`src/rtl/bram_dm_pkg.sv`:
```
// -----------------------------------------------------------------------------
// bram_dm_pkg
// Shared types and constants for the AXI-Stream <-> BRAM datamover.
//   dm_state_t   : control FSM states
//   ERR_*        : bit positions inside the 3-bit status error field
//   DIR_*        : encoding of the command direction bit (cmd_write)
// -----------------------------------------------------------------------------
package bram_dm_pkg;

    typedef enum logic [1:0] {
        ST_IDLE  = 2'd0,
        ST_WRITE = 2'd1,
        ST_READ  = 2'd2,
        ST_DONE  = 2'd3
    } dm_state_t;

    localparam int ERR_W       = 3;
    localparam int ERR_ZERO    = 0;
    localparam int ERR_EARLY   = 1;
    localparam int ERR_MISSING = 2;

    localparam logic DIR_S2MM = 1'b1;
    localparam logic DIR_MM2S = 1'b0;

endpackage : bram_dm_pkg

```
`src/rtl/bram_dm_skid.sv`:
```
// -----------------------------------------------------------------------------
// bram_dm_skid
// Two-entry fall-through FIFO between the BRAM read port and the MM2S stream.
// Each entry carries a data word plus its tlast flag. When empty, an incoming
// word is presented on the output in the same cycle it arrives, so the BRAM
// read latency is the only latency on the read path. The occupancy count is
// exported so the read issuer never has more words outstanding than fit.
//
// Ports
//   clk, reset        : clock, synchronous active-high reset (flushes FIFO)
//   push_valid        : a BRAM read word is arriving this cycle
//   push_data/last    : the arriving word and its end-of-transfer flag
//   out_valid/ready   : AXI-Stream style output handshake
//   out_data/last     : head-of-FIFO word (or the arriving word when empty)
//   count             : registered number of stored entries (0..2)
// -----------------------------------------------------------------------------
module bram_dm_skid
    import bram_dm_pkg::*;
#(
    parameter int DATA_W = 64
) (
    input  logic              clk,
    input  logic              reset,
    input  logic              push_valid,
    input  logic [DATA_W-1:0] push_data,
    input  logic              push_last,
    output logic              out_valid,
    output logic [DATA_W-1:0] out_data,
    output logic              out_last,
    input  logic              out_ready,
    output logic [1:0]        count
);

    typedef struct packed {
        logic              last;
        logic [DATA_W-1:0] data;
    } entry_t;

    entry_t     mem_q [2];
    entry_t     mem_d [2];
    logic       wr_ptr_q, wr_ptr_d;
    logic       rd_ptr_q, rd_ptr_d;
    logic [1:0] count_q,  count_d;

    logic   stored;
    logic   pop;
    entry_t head;

    assign head   = mem_q[rd_ptr_q];
    assign stored = (count_q != 2'd0);

    // Fall-through output: the arriving word bypasses storage when empty.
    assign out_valid = stored || push_valid;
    assign out_data  = stored ? head.data : push_data;
    assign out_last  = stored ? head.last : push_last;
    assign count     = count_q;
    assign pop       = out_valid && out_ready;

    // Every arriving word is written and every handshake advances the read
    // pointer, so the bypass case (push and pop while empty) leaves the
    // pointers aligned and the count unchanged without special handling.
    always_comb begin
        // NOTE: every variable gets a default first so no path leaves it unassigned (no latch).
        mem_d    = mem_q;
        wr_ptr_d = wr_ptr_q;
        rd_ptr_d = rd_ptr_q;
        if (push_valid) begin
            mem_d[wr_ptr_q] = '{last: push_last, data: push_data};
            wr_ptr_d        = ~wr_ptr_q;
        end
        if (pop) begin
            rd_ptr_d = ~rd_ptr_q;
        end
        count_d = count_q + 2'(push_valid) - 2'(pop);
    end

    always_ff @(posedge clk) begin
        // NOTE: sequential state uses non-blocking assignments so all flops update together.
        if (reset) begin
            wr_ptr_q <= 1'b0;
            rd_ptr_q <= 1'b0;
            count_q  <= 2'd0;
        end else begin
            wr_ptr_q <= wr_ptr_d;
            rd_ptr_q <= rd_ptr_d;
            count_q  <= count_d;
        end
    end

    // NOTE: storage is not reset; it is never observed while count_q is 0.
    always_ff @(posedge clk) begin
        mem_q <= mem_d;
    end

endmodule : bram_dm_skid

```
`src/rtl/axis_bram_datamover.sv`:
```
// -----------------------------------------------------------------------------
// axis_bram_datamover
// Command-driven mover between AXI-Stream and a single-port BRAM (latency 1).
// A command moves cmd_len beats starting at cmd_addr, wrapping at the BRAM
// depth, either stream->BRAM (S2MM, cmd_write=1) or BRAM->stream (MM2S,
// cmd_write=0). One single-cycle status pulse reports tag, beats moved and
// error flags {missing_last, early_last, zero_len} per command.
//
// Ports
//   clk_in1, reset            : clock, synchronous active-high reset
//   cmd_*                     : command handshake, direction, addr, len, tag
//   s_axis_*                  : S2MM input stream (ready only while writing)
//   m_axis_*                  : MM2S output stream, fed through a 2-entry skid
//   bram_*                    : BRAM port; rdata valid one cycle after a read
//   sts_*                     : status pulse and fields, no backpressure
// -----------------------------------------------------------------------------
module axis_bram_datamover
    import bram_dm_pkg::*;
#(
    parameter int DATA_W = 64,
    parameter int ADDR_W = 12,
    parameter int LEN_W  = 16,
    parameter int TAG_W  = 4
) (
    input  logic              clk_in1,
    input  logic              reset,

    input  logic              cmd_valid,
    output logic              cmd_ready,
    input  logic              cmd_write,
    input  logic [ADDR_W-1:0] cmd_addr,
    input  logic [LEN_W-1:0]  cmd_len,
    input  logic [TAG_W-1:0]  cmd_tag,

    input  logic [DATA_W-1:0] s_axis_tdata,
    input  logic              s_axis_tvalid,
    output logic              s_axis_tready,
    input  logic              s_axis_tlast,

    output logic [DATA_W-1:0] m_axis_tdata,
    output logic              m_axis_tvalid,
    input  logic              m_axis_tready,
    output logic              m_axis_tlast,

    output logic              bram_en,
    output logic              bram_we,
    output logic [ADDR_W-1:0] bram_addr,
    output logic [DATA_W-1:0] bram_wdata,
    input  logic [DATA_W-1:0] bram_rdata,

    output logic              sts_valid,
    output logic [TAG_W-1:0]  sts_tag,
    output logic [LEN_W-1:0]  sts_beats,
    output logic [ERR_W-1:0]  sts_err
);

    localparam logic [ADDR_W-1:0] ADDR_ONE = ADDR_W'(1);
    localparam logic [LEN_W-1:0]  LEN_ONE  = LEN_W'(1);

    // ------------------------------------------------------------------ state
    dm_state_t state_q, state_d;

    logic [ADDR_W-1:0] addr_q,     addr_d;      // next BRAM word to touch
    logic [LEN_W-1:0]  len_q,      len_d;
    logic [TAG_W-1:0]  tag_q,      tag_d;
    logic [LEN_W-1:0]  beats_q,    beats_d;     // beats completed on the stream
    logic [LEN_W-1:0]  issued_q,   issued_d;    // MM2S reads issued to BRAM
    logic [ERR_W-1:0]  err_q,      err_d;
    logic              rd_pend_q,  rd_pend_d;   // a read word arrives this cycle
    logic              rd_last_q,  rd_last_d;   // ... and it is the final beat
    logic              rst_done_q, rst_done_d;  // holds cmd_ready low in reset

    // ------------------------------------------------------------ skid FIFO
    logic              skid_valid;
    logic [DATA_W-1:0] skid_data;
    logic              skid_last;
    logic [1:0]        skid_count;

    bram_dm_skid #(
        .DATA_W (DATA_W)
    ) u_skid (
        .clk        (clk_in1),
        .reset      (reset),
        .push_valid (rd_pend_q),
        .push_data  (bram_rdata),
        .push_last  (rd_last_q),
        .out_valid  (skid_valid),
        .out_data   (skid_data),
        .out_last   (skid_last),
        .out_ready  (m_axis_tready),
        .count      (skid_count)
    );

    // ------------------------------------------------------- shared strobes
    logic accept;
    logic wr_fire;
    logic wr_final;
    logic rd_room;
    logic rd_issue;
    logic m_fire;

    assign accept   = cmd_valid && cmd_ready;
    assign wr_fire  = (state_q == ST_WRITE) && s_axis_tvalid;
    assign wr_final = (beats_q == (len_q - LEN_ONE));
    // Stored words plus the word in flight must stay below the FIFO depth,
    // so a returning read always has a slot even under full backpressure.
    assign rd_room  = ({1'b0, skid_count} + {2'b00, rd_pend_q}) < 3'd2;
    assign rd_issue = (state_q == ST_READ) && (issued_q < len_q) && rd_room;
    assign m_fire   = skid_valid && m_axis_tready;

    // -------------------------------------------------- FSM: state register
    always_ff @(posedge clk_in1) begin
        if (reset) begin
            state_q <= ST_IDLE;
        end else begin
            state_q <= state_d;
        end
    end

    // ------------------------------------------------- FSM: next-state logic
    always_comb begin
        state_d = state_q;
        unique case (state_q)
            ST_IDLE: begin
                if (accept) begin
                    if (cmd_len == '0) begin
                        state_d = ST_DONE;
                    end else if (cmd_write == DIR_S2MM) begin
                        state_d = ST_WRITE;
                    end else begin
                        state_d = ST_READ;
                    end
                end
            end
            ST_WRITE: begin
                if (wr_fire && (wr_final || s_axis_tlast)) begin
                    state_d = ST_DONE;
                end
            end
            ST_READ: begin
                if (m_fire && skid_last) begin
                    state_d = ST_DONE;
                end
            end
            ST_DONE: begin
                state_d = ST_IDLE;
            end
            default: begin
                state_d = ST_IDLE;
            end
        endcase
    end

    // ----------------------------------------------------- FSM: output logic
    always_comb begin
        cmd_ready     = (state_q == ST_IDLE) && rst_done_q;
        s_axis_tready = (state_q == ST_WRITE);
        bram_en       = wr_fire || rd_issue;
        bram_we       = wr_fire;
        bram_addr     = addr_q;
        bram_wdata    = wr_fire ? s_axis_tdata : '0;
        m_axis_tvalid = skid_valid;
        m_axis_tdata  = skid_valid ? skid_data : '0;
        m_axis_tlast  = skid_valid && skid_last;
        sts_valid     = (state_q == ST_DONE);
        sts_tag       = tag_q;
        sts_beats     = beats_q;
        sts_err       = err_q;
    end

    // ------------------------------------------------------- datapath next
    always_comb begin
        addr_d     = addr_q;
        len_d      = len_q;
        tag_d      = tag_q;
        beats_d    = beats_q;
        issued_d   = issued_q;
        err_d      = err_q;
        rd_pend_d  = rd_issue;
        rd_last_d  = rd_issue && (issued_q == (len_q - LEN_ONE));
        rst_done_d = 1'b1;

        unique case (state_q)
            ST_IDLE: begin
                if (accept) begin
                    addr_d          = cmd_addr;
                    len_d           = cmd_len;
                    tag_d           = cmd_tag;
                    beats_d         = '0;
                    issued_d        = '0;
                    err_d           = '0;
                    err_d[ERR_ZERO] = (cmd_len == '0);
                end
            end
            ST_WRITE: begin
                if (wr_fire) begin
                    addr_d  = addr_q + ADDR_ONE;
                    beats_d = beats_q + LEN_ONE;
                    if (wr_final) begin
                        err_d[ERR_MISSING] = !s_axis_tlast;
                    end else if (s_axis_tlast) begin
                        err_d[ERR_EARLY] = 1'b1;
                    end
                end
            end
            ST_READ: begin
                if (rd_issue) begin
                    addr_d   = addr_q + ADDR_ONE;
                    issued_d = issued_q + LEN_ONE;
                end
                if (m_fire) begin
                    beats_d = beats_q + LEN_ONE;
                end
            end
            default: begin
            end
        endcase
    end

    // -------------------------------------------------- datapath registers
    always_ff @(posedge clk_in1) begin
        if (reset) begin
            addr_q     <= '0;
            len_q      <= '0;
            tag_q      <= '0;
            beats_q    <= '0;
            issued_q   <= '0;
            err_q      <= '0;
            rd_pend_q  <= 1'b0;
            rd_last_q  <= 1'b0;
            rst_done_q <= 1'b0;
        end else begin
            addr_q     <= addr_d;
            len_q      <= len_d;
            tag_q      <= tag_d;
            beats_q    <= beats_d;
            issued_q   <= issued_d;
            err_q      <= err_d;
            rd_pend_q  <= rd_pend_d;
            rd_last_q  <= rd_last_d;
            rst_done_q <= rst_done_d;
        end
    end

endmodule : axis_bram_datamover

```
`config.mk`:
```
export PLATFORM = sky130hd
export DESIGN_NAME = axis_bram_datamover
export DESIGN_NICKNAME = d
export VERILOG_FILES = /design/src/rtl/bram_dm_pkg.sv /design/src/rtl/bram_dm_skid.sv /design/src/rtl/axis_bram_datamover.sv
export SDC_FILE = /design/constraint.sdc
export NUM_CORES = 1
export LEC_CHECK = 0
export CORE_ASPECT_RATIO = 1.75
export CORE_UTILIZATION = 34
export DETAILED_ROUTE_END_ITERATION = 10
export GPL_ROUTABILITY_DRIVEN = 0
export SLEW_MARGIN = 20
export SYNTH_ARGS = -nofsm -noshare
export SYNTH_HDL_FRONTEND = slang
export SYNTH_HIERARCHICAL = 1
export SYNTH_SLANG_ARGS = --single-unit
```
`constraint.sdc`:
```
create_clock -name clk_in1 -period 6.72 [get_ports clk_in1]
set_input_delay 1.68 -clock clk_in1 [delete_from_list [all_inputs] [get_ports clk_in1]]
set_output_delay 1.68 -clock clk_in1 [all_outputs]
set_load 0.005 [all_outputs]
```
Yosys cells after proc, flatten, opt, wreduce, memory -nomap -nowiden. Cells that the tools add are included.

Register bits: 206. Bits in latches: 0. RAM bits: 0. Bits in read-only memories: 0. Bits of input ports: 167. Output and inout bits: 170. Logic and storage cells: 110. Memories kept: 0.

Add/sub/neg operators: 7. Multiply operators: 0. Divide/modulo/power cells: 0. $lt $le $gt $ge: 5. Eq/ne operators: 14. Shifts and indexed selects: 0. Muxes and demuxes: 33. Bitwise operators: 4. Reduce and logical (&&, ||, !) cells: 28.

Operator list (count): $mux 65 (4); $mux 64 (3); $bwmux 130 (1); $demux 65 s1 (1); $mux 16 (4); $pmux 16 s3 (1); $mux 12 (3); $pmux 12 s3 (1); $add 16x1->16 const B (2); $eq 16x16->1 (2); $pmux 16 s2 (1); $logic_not 16->1 (1); $lt 16x16->1 (1); $sub 16x1->16 const B (1); $add 12x1->12 const B (1); $mux 2 (6); $reduce_and 4->1 (3); $logic_and 1x1->1 (11); $ne 2x1->1 const B (5); $ne 2x2->1 const B (4); $pmux 2 s4 (1); $reduce_and 3->1 (2); $reduce_bool 2->1 (3); $mux 1 (5); other kinds (18) (24).

Logic depth before layout (Yosys ltp).
Depth in word-level cells: 8. Depth in mapped cells: 12. Depth with buffers taken out: 10.

Modules after synthesis. The synthesis kept the hierarchy.

By module, submodules not included: axis_bram_datamover (instances 1, cells each 782, area an instance 5748.0 um2); bram_dm_skid (instances 1, cells each 377, area an instance 5655.4 um2).

Worst setup path after synthesis. No wires, ideal clock.

Kind: input to output. Start: input s_axis_tvalid. End: output bram_wdata[13]. Data arrival time: 2.294 ns. Data required time: 5.040 ns. Setup slack: 2.746 ns. Stages on the path: 3. Path through: clkbuf_1 -> clkbuf_1 -> and3_1.

Cells in the longest elaborated chain, start to end: 2.

Ends and longest elaborated chain: from (decl) (RTL line axis_bram_datamover.sv:36) `input logic s_axis_tvalid,`; $logic_and 1x1->1 (RTL line axis_bram_datamover.sv:103) `assign wr_fire = (state_q == ST_WRITE) && s_axis_tvalid;`; $mux 64 (RTL line axis_bram_datamover.sv:161) `bram_wdata = wr_fire ? s_axis_tdata : '0;`; to (decl) (RTL line axis_bram_datamover.sv:48) `output logic [DATA_W-1:0] bram_wdata,`.

No other way between the ends.

Final worst setup path.
Start: register len_q[4]. End: output bram_en.

Cells in the longest elaborated chain, start to end: 4.

Ends and longest elaborated chain: from (decl) (RTL line axis_bram_datamover.sv:64) `logic [LEN_W-1:0] len_q, len_d;`; from (signal assigned) (RTL line axis_bram_datamover.sv:234) `len_q <= len_d;`; $lt 16x16->1 (RTL line axis_bram_datamover.sv:108) `assign rd_issue = (state_q == ST_READ) && (issued_q < len_q) && rd_room;`; $logic_and 1x1->1 (2 in a row) (RTL line axis_bram_datamover.sv:108); $logic_or 1x1->1 (RTL line axis_bram_datamover.sv:158) `bram_en = wr_fire || rd_issue;`; to (decl) (RTL line axis_bram_datamover.sv:45) `output logic bram_en,`.

No other way between the ends.

==> flow_summary.yaml <==
outcome:
  status: "finished clean"
logic_synthesis:
  async_flop_share_pct: 0
  yosys_warnings: 6
  synth_top_area_share_pct: 34.2
  synth_area_per_cell_um2: 9.84
  syn_area_um2: 11400
  yosysMostFrequentCell: "edfxtp_1"
  netlist_instances: 1159
  synth_commonest_cells: "130 x edfxtp_1, 109 x a21oi_1, 92 x nand2_1"
  yosys-top-cells-area: "edfxtp_1 34%, dfxtp_1 13%, mux2i_1 6.3%"
  synth-main-ff-cell: "edfxtp_1"
  syn-num-nets: 1352
  ys_seq_elements: 206
  yosysTopAreaCell: "edfxtp_1"
  synth.distinct_cells: 81
  ys_seq_area_share_pct: 47.6
  synth-edff-count: 130
timing:
  fin_setup_tns_ns: 0
  maxSlewHeadroom_pct: 34.7
  hold_viol_final: 0
  period_share_pct: 76.3
  rsz0062_at_grt: "false"
  fin_crit_ns: 5.12
  drv_slew: 0
  finClkSkew_ns: 0.00650
  tightest_slew_ns: 0.979
  fmax_mhz: 195
  setup_violations: 0
  setup_ws_ns: 1.60
detailed_routing:
  wl_mm: 36.5
  routed_via_density: 5.24
  antenna_left: 0
  drc: 0
  wl_per_cell_um: 19.6
  first_pass_iters: 5
  drt-initial-drc-count: 417
  vias: 9776
pwr:
  pwr-share-comb_pct: 49.0
  p_leak_uw: 0.00547
  p_sw_share_pct: 37.4
  ir_worst_vdd_mv: 0.219
  power.internal_uw: 3380
  seqPwrFrac_pct: 30.6
  p_clk_share_pct: 20.4
  power_density_nw_per_um2: 347
  power_switching_uw: 2020
critical_path:
  arrival_ns: 3.44
  cp.required_ns: 5.04
  path_cells: "inv_1 -> ha_1 -> a21o_1 -> a21oi_1 -> nor2b_1 -> o21ai_0 -> a31oi_1 -> or2_2 -> nand2b_1 -> clkdlybuf4s50_1"
  max_stage_delay_ns: 0.60
  crit_path_top_delay_cell: "dfxtp_1"
  crit_type: "register to primary output"
  worstSetupEndpointType: "primary output"
  critPathLaunchType: "register"
  cp_max_fo: 11
clock_network:
  cts_buffer_depth: 3
  worstSkewPairLatency_ns: 0.50
  hold_buffers: 0
  clkSinkCount: 206
  post_cts_resized: 0
  cts_tree: "yes"
  post-cts-setup-buffer-count: 0
  clockRootBuffer: "clkbuf_16"
  clkTransAtPathRegs_ns: 0.06
  cts.htree.levels: 1
  cts_buffers: 21
placement:
  preCtsSetupSlack_ns: 1.62
  portBuffers: 336
  dp.final_hpwl_mm: 25.7
min_path:
  hold_path.class: "register to register"
grt:
  antenna_found_initial: 2
  grt_pass1_vias: 9556
  gr-total-overflow: 0
  globalRouteTotalUtil_pct: 20.7
  grt_pass1_wl_mm: 55.4
  grt_max_degree: 70
floorplan:
  row_count: 88
  die_x_um: 140
  fp.dieH_um: 244
  pin_count: 337
  initial_core_util_pct: 34.5
  die_area_um2: 34300
  design.core.area_um2: 33000
layout:
  fin_nets: 1637
  regArea_um2: 5430
  area_growth_pct: 36.5
  n_fill_cell: 3136
  drive_above_1_share_pct: 5.01
  multiInputGateArea_um2: 5470
  post-route-util_pct: 47.1
run:
  drv_cap: 0
## power groups by stage
| stage | clock [uW] | combinational (uW) | sequential, uW |
|---|---|---|---|
| final | 1100 | 2650 | 1660 |
| after global routing | 1190 | 2870 | 1680 |
| after CTS | 1140 | 2670 | 1660 |
| after detailed placement | 0 | 2670 | 1690 |
| after global placement | 0 | 2650 | 1690 |
| after floorplan | 0 | 1650 | 1520 |
## layer usage
layer	up-vias	track usage, %	routed length, um
met5	-	0	17
met4	2	6.37	844
li1	4754	-	-
met1	4707	24.3	14900
met2	267	38.0	18900
met3	46	3.60	1800
## registers in the layout, indices dropped and copies added, names as in the netlist
name,count
rd_pend_q,1
u_skid/mem_q,130
sts_beats,16
u_skid/rd_ptr_q,1
u_skid/count,2
len_q,16
rd_last_q,1
bram_addr,12
sts_err,3
sts_tag,4
issued_q,16
u_skid/wr_ptr_q,1
state_q,2
rst_done_q,1
## placed cells by master (no fill, tap or decap), types with 11 or more instances in the layout
| cell type | instances |
|---|---|
| nand3_1 | 23 |
| o21ai_0 | 28 |
| nor2b_1 | 13 |
| xor2_1 | 21 |
| a21oi_1 | 109 |
| clkdlybuf4s50_1 | 335 |
| nand2_1 | 92 |
| edfxtp_1 | 130 |
| ha_1 | 26 |
| nor3_1 | 76 |
| and2_1 | 69 |
| and3_1 | 74 |
| inv_1 | 27 |
| mux2i_1 | 72 |
| clkbuf_16 | 21 |
| nor2_1 | 67 |
| dfxtp_1 | 73 |
| nand4_1 | 11 |
| xnor2_1 | 37 |
## cell families after synthesis
logic type,count (synthesis),synth area share [%]
flops,206,47.6
buf+inv,112,4.59
xor+xnor,60,4.79
mux,73,6.42
compound gates,210,11.4
simple gates,472,22.4
fa+ha+maj,26,2.85
## critical path, delay by kind of cell, from the launching register on
family,cells,cell delay (ns)
adders and majority gates,1,0.23
and+or+nand+nor,3,0.51
DFF,1,0.60
buffers and inverters,2,0.65
AOI/OAI and AO/OA,4,0.95
## area by class of cell
cell class | count | share of cell area, %
inverter | 28 | 0.675
clock buffer | 26 | 3.50
antenna | 1 | 0.0161
multi-input combinational | 841 | 35.1
sequential | 206 | 34.9
clock inverter | 11 | 0.498
tap | 405 | 3.26
timing repair buffer | 346 | 22.1
## path summary, 6_finish.rpt
| path | start | to | slack [ns] | cells past startpoint |
|---|---|---|---|---|
| worst max-delay path | len_q[4]$_SDFFE_PP0P_ | bram_en | 1.60 | 10 |
| worst min-delay path | sts_tag[1]$_SDFFE_PP0P_ | sts_tag[1]$_SDFFE_PP0P_ | 0.46 | 2 |
| worst max register to register | u_skid/count[0]$_SDFF_PP0_ | sts_beats[13]$_SDFFE_PP0P_ | 2.98 | 9 |
| worst min register to register | sts_tag[1]$_SDFFE_PP0P_ | sts_tag[1]$_SDFFE_PP0P_ | 0.46 | 2 |
## per-stage QoR
stage | hold slack, ns | total power, uW | cell area (um2) | cells
final | 0.459 | 5410 | 15600 | 1864
after floorplan | 0.427 | 3170 | 11400 | 1159
after global placement | 0.446 | 4340 | 14900 | 1826
after CTS | 0.459 | 5480 | 15600 | 1863
after detailed placement | 0.449 | 4360 | 14900 | 1826
after global routing | 0.481 | 5740 | 15600 | 1863
(Power assumes the default switching activity.)
